File: src/rtl/bp_pkg.sv
// ---------------------------------------------------------------------------
// bp_pkg
// Shared types and constants for the branch predictor slice.
//   satCnt_t        : 2-bit saturating direction counter
//   CNT_*           : counter encodings (strongly/weakly not-taken/taken)
//   MODE_*          : predictor selection values for the MODE parameter
//   bpEntryState_t  : per-entry control state (valid + counter); tag and
//                     target widths depend on DATA_WIDTH/ENTRIES, so those
//                     fields live beside this struct in the top module
//   isPow2()        : elaboration helper for the table-depth check
// ---------------------------------------------------------------------------
package bp_pkg;

   typedef logic [1:0] satCnt_t;

   localparam satCnt_t CNT_SNT = 2'd0;
   localparam satCnt_t CNT_WNT = 2'd1;
   localparam satCnt_t CNT_WT  = 2'd2;
   localparam satCnt_t CNT_ST  = 2'd3;

   localparam int MODE_STATIC  = 0;   // always predict not-taken
   localparam int MODE_DYNAMIC = 1;   // tagged table of 2-bit counters

   typedef struct packed {
      logic    valid;
      satCnt_t cnt;
   } bpEntryState_t;

   function automatic bit isPow2(input int n);
      return (n >= 2) && ((n & (n - 1)) == 0);
   endfunction

endpackage

File: src/rtl/bp_satcounter.sv
// ---------------------------------------------------------------------------
// bp_satcounter
// Next-state logic of a 2-bit saturating direction counter.
//   cntCur  : current counter value
//   taken   : resolved branch outcome
//   cntNext : counter value after training on that outcome
// Counts up on taken, down on not-taken, and sticks at CNT_ST / CNT_SNT.
// ---------------------------------------------------------------------------
module bp_satcounter
   import bp_pkg::*;
(
   input  satCnt_t cntCur,
   input  logic    taken,
   output satCnt_t cntNext
);

   always_comb begin
      cntNext = cntCur;
      if (taken) begin
         if (cntCur != CNT_ST) begin
            cntNext = cntCur + 2'd1;
         end
      end else begin
         if (cntCur != CNT_SNT) begin
            cntNext = cntCur - 2'd1;
         end
      end
   end

endmodule

File: src/rtl/branch_predictor.sv
// ---------------------------------------------------------------------------
// branch_predictor
// Fetch-stage branch predictor with Execute-stage resolution.
//   clk, rst           : clock, synchronous active-high reset
//   pcF                : fetch PC looked up combinationally
//   predtakenF         : prediction for pcF (taken)
//   predtargetF        : predicted next PC for pcF
//   updateE            : a branch/jump resolves this cycle (already flush-gated)
//   pcE, takenE,
//   targetE            : resolving instruction PC, outcome and actual target
//   predtakenE,
//   predtargetE        : the Fetch prediction carried down with it
//   mispredictE        : redirect request for the hazard unit
//   redirectpcE        : correct next PC when mispredictE is high
//   mispredcount       : saturating count of mispredicted cycles
// MODE selects a static not-taken predictor (0) or a direct-mapped tagged
// table of 2-bit counters (1). Table entries are only allocated by taken
// branches; not-taken misses leave the table untouched.
// ---------------------------------------------------------------------------
module branch_predictor
   import bp_pkg::*;
#(
   parameter int DATA_WIDTH = 32,
   parameter int ENTRIES    = 16,
   parameter int MODE       = 1
) (
   input  logic                  clk,
   input  logic                  rst,
   input  logic [DATA_WIDTH-1:0] pcF,
   output logic                  predtakenF,
   output logic [DATA_WIDTH-1:0] predtargetF,
   input  logic                  updateE,
   input  logic [DATA_WIDTH-1:0] pcE,
   input  logic                  takenE,
   input  logic [DATA_WIDTH-1:0] targetE,
   input  logic                  predtakenE,
   input  logic [DATA_WIDTH-1:0] predtargetE,
   output logic                  mispredictE,
   output logic [DATA_WIDTH-1:0] redirectpcE,
   output logic [31:0]           mispredcount
);

   localparam int IDX   = $clog2(ENTRIES);
   localparam int TAG_W = DATA_WIDTH - IDX - 2;

   // Elaboration-time parameter checks
   if (!isPow2(ENTRIES)) begin : gBadEntries
      $error("branch_predictor: ENTRIES must be a power of two and at least 2");
   end
   if ((MODE != MODE_STATIC) && (MODE != MODE_DYNAMIC)) begin : gBadMode
      $error("branch_predictor: MODE must be 0 (static) or 1 (dynamic)");
   end
   if (TAG_W < 1) begin : gBadWidth
      $error("branch_predictor: DATA_WIDTH too small for the chosen ENTRIES");
   end

   logic [DATA_WIDTH-1:0] pcFPlus4;
   logic [DATA_WIDTH-1:0] pcEPlus4;

   // Sequential fall-through; the adders wrap naturally at 2^DATA_WIDTH.
   assign pcFPlus4 = pcF + DATA_WIDTH'(4);
   assign pcEPlus4 = pcE + DATA_WIDTH'(4);

   // ------------------------------------------------------------------
   // Resolution path (identical in both modes)
   // ------------------------------------------------------------------
   // A correct not-taken prediction needs no target compare; a taken
   // outcome must match both direction and target.
   assign mispredictE = updateE &&
                        ((predtakenE != takenE) ||
                         (takenE && (predtargetE != targetE)));

   assign redirectpcE = takenE ? targetE : pcEPlus4;

   always_ff @(posedge clk) begin
      if (rst) begin
         mispredcount <= '0;
      end else if (mispredictE && (mispredcount != 32'hFFFF_FFFF)) begin
         mispredcount <= mispredcount + 32'd1;
      end
   end

   // ------------------------------------------------------------------
   // Prediction path
   // ------------------------------------------------------------------
   if (MODE == MODE_DYNAMIC) begin : gDynamic

      logic [IDX-1:0]        idxF;
      logic [IDX-1:0]        idxE;
      logic [TAG_W-1:0]      tagF;
      logic [TAG_W-1:0]      tagE;

      // Flattened read views of the per-entry registers below
      logic [ENTRIES-1:0]    validVec;
      satCnt_t               cntArr    [ENTRIES];
      logic [TAG_W-1:0]      tagArr    [ENTRIES];
      logic [DATA_WIDTH-1:0] targetArr [ENTRIES];

      logic                  hitF;
      logic                  hitE;
      logic                  tableWr;
      satCnt_t               cntE;
      satCnt_t               cntENext;

      assign idxF = pcF[IDX+1:2];
      assign tagF = pcF[DATA_WIDTH-1:IDX+2];
      assign idxE = pcE[IDX+1:2];
      assign tagE = pcE[DATA_WIDTH-1:IDX+2];

      // Zero-latency lookup; reads the registered state, so a write in
      // this same cycle is only seen from the next cycle on.
      assign hitF        = validVec[idxF] && (tagArr[idxF] == tagF);
      assign predtakenF  = hitF && cntArr[idxF][1];
      assign predtargetF = predtakenF ? targetArr[idxF] : pcFPlus4;

      assign hitE = validVec[idxE] && (tagArr[idxE] == tagE);
      assign cntE = cntArr[idxE];

      bp_satcounter uSatCounter (
         .cntCur  (cntE),
         .taken   (takenE),
         .cntNext (cntENext)
      );

      // Hits always train; misses only allocate when the branch was taken.
      assign tableWr = updateE && (hitE || takenE);

      for (genvar gi = 0; gi < ENTRIES; gi++) begin : gEntry
         bpEntryState_t         stateReg;
         logic [TAG_W-1:0]      tagReg;
         logic [DATA_WIDTH-1:0] targetReg;
         logic                  wrSel;

         assign wrSel = tableWr && (idxE == IDX'(gi));

         // Control state: reset clears valid and parks the counter at
         // weakly-not-taken; reset also wins over a coincident update.
         always_ff @(posedge clk) begin
            if (rst) begin
               stateReg.valid <= 1'b0;
               stateReg.cnt   <= CNT_WNT;
            end else if (wrSel) begin
               if (hitE) begin
                  stateReg.cnt   <= cntENext;
               end else begin
                  stateReg.valid <= 1'b1;
                  stateReg.cnt   <= CNT_WT;
               end
            end
         end

         // Payload is not reset; it is qualified by the valid bit.
         // A miss-write only happens for taken branches, so the target
         // update condition is the same for training and allocation.
         always_ff @(posedge clk) begin
            if (!rst && wrSel) begin
               if (!hitE) begin
                  tagReg <= tagE;
               end
               if (takenE) begin
                  targetReg <= targetE;
               end
            end
         end

         assign validVec[gi]  = stateReg.valid;
         assign cntArr[gi]    = stateReg.cnt;
         assign tagArr[gi]    = tagReg;
         assign targetArr[gi] = targetReg;
      end

   end else begin : gStatic

      // Static not-taken: always fall through, no table exists.
      assign predtakenF  = 1'b0;
      assign predtargetF = pcFPlus4;

   end

endmodule

File: config.mk
export PLATFORM = sky130hd
export DESIGN_NAME = branch_predictor
export DESIGN_NICKNAME = d
export VERILOG_FILES = /design/src/rtl/bp_pkg.sv /design/src/rtl/bp_satcounter.sv /design/src/rtl/branch_predictor.sv
export SDC_FILE = /design/constraint.sdc
export NUM_CORES = 1
export LEC_CHECK = 0
export ABC_AREA = 0
export ABC_CLOCK_PERIOD_IN_PS = 6370
export BUFFER_PORTS_ARGS = -buffer_cell sky130_fd_sc_hd__buf_2
export CORE_UTILIZATION = 42
export CTS_CLUSTER_DIAMETER = 30
export DETAILED_ROUTE_END_ITERATION = 7
export PLACE_DENSITY = 0.57
export SLEW_MARGIN = 20
export SYNTH_ARGS = -nofsm -noshare
export SYNTH_HDL_FRONTEND = slang
export SYNTH_HIERARCHICAL = 1
export SYNTH_SLANG_ARGS = --single-unit
export TNS_END_PERCENT = 20
File: constraint.sdc
create_clock -name clk -period 6.37 [get_ports clk]
set_input_delay 1.274 -clock clk [delete_from_list [all_inputs] [get_ports clk]]
set_output_delay 1.274 -clock clk [all_outputs]
set_load 0.1 [all_outputs]
==> results.md <==
- Post-CTS Hold Buffers: 0
- Starting DRC count in detailed routing: ~3.5k
- Setup Crit Path Kind: in -> out
- CP max stage cell: mux4_2
- Clk Latency, worst-skew pair: roughly 800 ps
- I/O pins: 231
- Nets@finish: 3173
- Met1 WL: 58000 um
- Antenna Nets Post-Route: 0
- Antenna violations before repair: 15
- Fin crit period: slightly above 6000 ps
- Die area: 110000 um2
- CP Cell Sequence: buf_8 -> buf_12 -> mux4_2 -> mux4_2 -> xnor2_1 -> nand4_1 -> nor3_2 -> nand3_2 -> buf_12 -> mux2_1 -> buf_12
- Skew final: around 51 ps
- Total grt overflow: 0
- Ys flop type: edfxtp_1
- Core area: 108000 um2
- Detailed Routing Iterations Pass 1: 6
- Placed wire-length estimate: 97000 um
- CTS tree: done
- DR DRC count: 0
- Synthesized flop and latch total: approximately 1.0k
- H-Tree Depth: 4
- Post-synth cell types: a little under 70
- First-pass GRT wire length: roughly 210000 um
- Die H: roughly 330 um
- Maximum VDD drop: roughly 0.00025 V
- Slew margin rel.: between 20 and 25%
- Post-synthesis sequential area ratio: between 60% and 70%
- Setup crit end kind: primary output
- Endpoints failing setup: 0
- Post-Synthesis Cells: between 2k and 3k
- Leak: approximately 19 nW
- Clock tree buffer depth: 3
- CTS Root Cell: clkbuf_16
- Port-buffer cells: between 200 and 250
- CP required: around 5100 ps
- Post-cts sizing count: 0
- Final hold violations: 0
- Post-Syn Nets: ~2.8k
- Final Power: about 0.02 W
- CP most frequent cell: buf_12
- Row count: 120
- Initial Util: 42.6%
- Met3 WL: approximately 15000 um
- Max Slew Vio Count: 0
- Average routed wire per standard cell: about 32 um
- Vias in the first global route: approximately 29k
- Register area: roughly 29000 um2
- CP max FO: 36
- Status: completed
- CTS buffer count: ~210
- RSZ-0062 raised after global routing: no
- Highest Clock Rate: roughly 160 MHz
- Worst setup SP type: primary input
- Clk sinks: between 1k and 1.5k
- Layout cells sized above 1: 37.5%
- Asr flop ratio synth: 0%
- Vias: approximately 28k
- Yosys warnings: 6
- Syn_area_per_cell: between 15 and 20 um2
- Global Route Usage Sum: between 20% and 30%
- Post-CTS Setup Inserts: 0
- CP Data Arrival Time: around 4900 ps
- Dpl ws: 225 ps
- Met2 Routed Length: between 60000 and 70000 um
- P&R area growth vs syn: 25.8%
- Number of synthesized flops with an enable pin: slightly above 900
- DR top layer: met5
- Worst-Margin Slew: between 1000 and 1500 ps
- Routed wire length: 148000 um
- Area of the mapped netlist: roughly 46000 um2
- Min-Delay Path Class: reg -> reg
- Largest net degree at the start of global routing: approximately 100
- Multi-input logic area: 15700 um2
- Number of max-cap violations: 0
- Max incr delay on CP: 560 ps
- Post-route clock period utilization: between 90% and 100%
- Global placement routability congestion: ~0.89
- Final setup margin: 212 ps
- Pwr Density: ~350 nW/um2
- Vias per inst: a little over 6
- Fillers: 8353
- Die width: around 330 um
- Clk slew on worst S/H paths: 40 ps
==> critical path, delay by kind of cell <==
| family | cells | cell delay (ps) |
|---|---|---|
| mux | 3 | 1440 |
| buf+inv | 4 | 1080 |
| simple gates | 3 | 720 |
| xor+xnor | 1 | 210 |
==> per-layer routing <==
metal  up-vias  global-route usage, %
li1      11619                      -
met1     14784                   36.2
met2      1642                   42.6
met3       350                   6.61
met4        12                   10.3
met5         -                      0
==> cell usage in the layout, fill, tap and decap left out, types with 47 or more instances in the layout <==
cell,synthesis,final
buf_4,15,143
edfxtp_1,928,928
buf_12,0,62
mux4_2,363,363
dfxtp_1,80,80
xor2_1,72,72
o21ai_0,54,50
buf_2,39,171
a21oi_1,47,47
xnor2_1,95,95
nand3_1,62,61
mux2i_1,96,96
clkbuf_16,0,214
nand2_1,116,116
nor2_1,119,88
mux2_2,61,61
==> state kept, by name, summed over array words and instances (netlist names) <==
signal	count
gDynamic.gEntry.tagReg	416
gDynamic.gEntry.stateReg	16
gDynamic.gEntry.targetReg	512
gDynamic.cntArr	32
mispredcount	32
==> cell type report <==
| cell class | instances | area share (%) |
|---|---|---|
| clock inverter | 156 | 3.24 |
| timing repair buffer | 382 | 5.70 |
| inverter | 22 | 0.143 |
| sequential | 1008 | 51.1 |
| tap | 1403 | 3.04 |
| clock buffer | 242 | 9.56 |
| multi-input combinational | 1409 | 27.2 |
| antenna | 10 | 0.0434 |
==> per-stage QoR <==
| step | cell area, um2 | std cells | utilization (%) | setup TNS [ps] | hold WS [ps] |
|---|---|---|---|---|---|
| 6_report | 57700 | 4632 | 53.6 | 0 | 487 |
| 5_1_grt | 57600 | 4624 | 53.5 | 0 | 500 |
| 4_1_cts | 57600 | 4622 | 53.5 | 0 | 485 |
| 3_5_place_dp | 50300 | 4224 | 46.7 | 0 | 474 |
| 3_3_place_gp | 50100 | 4219 | 46.6 | 0 | 470 |
| 2_1_floorplan | 45800 | 2613 | - | -4500 | 445 |
==> final timing paths <==
path                                                                   from  cells after the start                                           to  slack [ps]
worst max register to register      gDynamic.gEntry[8].tagReg[16]$_DFFE_PP_                     12      gDynamic.gEntry[10].tagReg[2]$_DFFE_PP_        1910
worst min-delay path            gDynamic.gEntry[9].stateReg[2]$_SDFFE_PP0P_                      1  gDynamic.gEntry[9].stateReg[2]$_SDFFE_PP0P_         490
worst max-delay path                                                 pcF[2]                     11                              predtargetF[13]         210
worst min register to register  gDynamic.gEntry[9].stateReg[2]$_SDFFE_PP0P_                      1  gDynamic.gEntry[9].stateReg[2]$_SDFFE_PP0P_         490
==> Yosys cell counts, types with 36 or more instances <==
| cell | count | share of area, % |
|---|---|---|
| edfxtp_1 | 928 | 61 |
| mux4_2 | 363 | 18 |
| nor2_1 | 119 | 0.97 |
| nand2_1 | 116 | 0.95 |
| mux2i_1 | 96 | 2.1 |
| xnor2_1 | 95 | 1.8 |
| clkbuf_1 | 86 | 0.70 |
| dfxtp_1 | 80 | 3.5 |
| xor2_1 | 72 | 1.4 |
| nand3_1 | 62 | 0.68 |
| mux2_2 | 61 | 1.5 |
| o21ai_0 | 54 | 0.59 |
| a21oi_1 | 47 | 0.51 |
| buf_2 | 39 | 0.43 |
| nor3_1 | 36 | 0.39 |
==> cells by family (layout without fill, tap and decap cells) <==
| logic type | after synthesis | in the layout | synth area share (%) |
|---|---|---|---|
| AOI/OAI and AO/OA | 247 | 247 | 3.68 |
| xor gates and xnor gates | 167 | 167 | 3.19 |
| adders and majority gates | 8 | 8 | 0.213 |
| buffers and inverters | 196 | 802 | 2.11 |
| DFF | 1008 | 1008 | 64.3 |
| muxes | 531 | 531 | 21.7 |
| other | 0 | 10 | 0 |
| and+or+nand+nor | 456 | 456 | 4.82 |
==> where the power goes <==
part	switching (W)	internal (W)
logic	0.000969	0.000539
clock network	0.00376	0.00737
registers	0.0000188	0.00729
(Power assumes the default switching activity.)
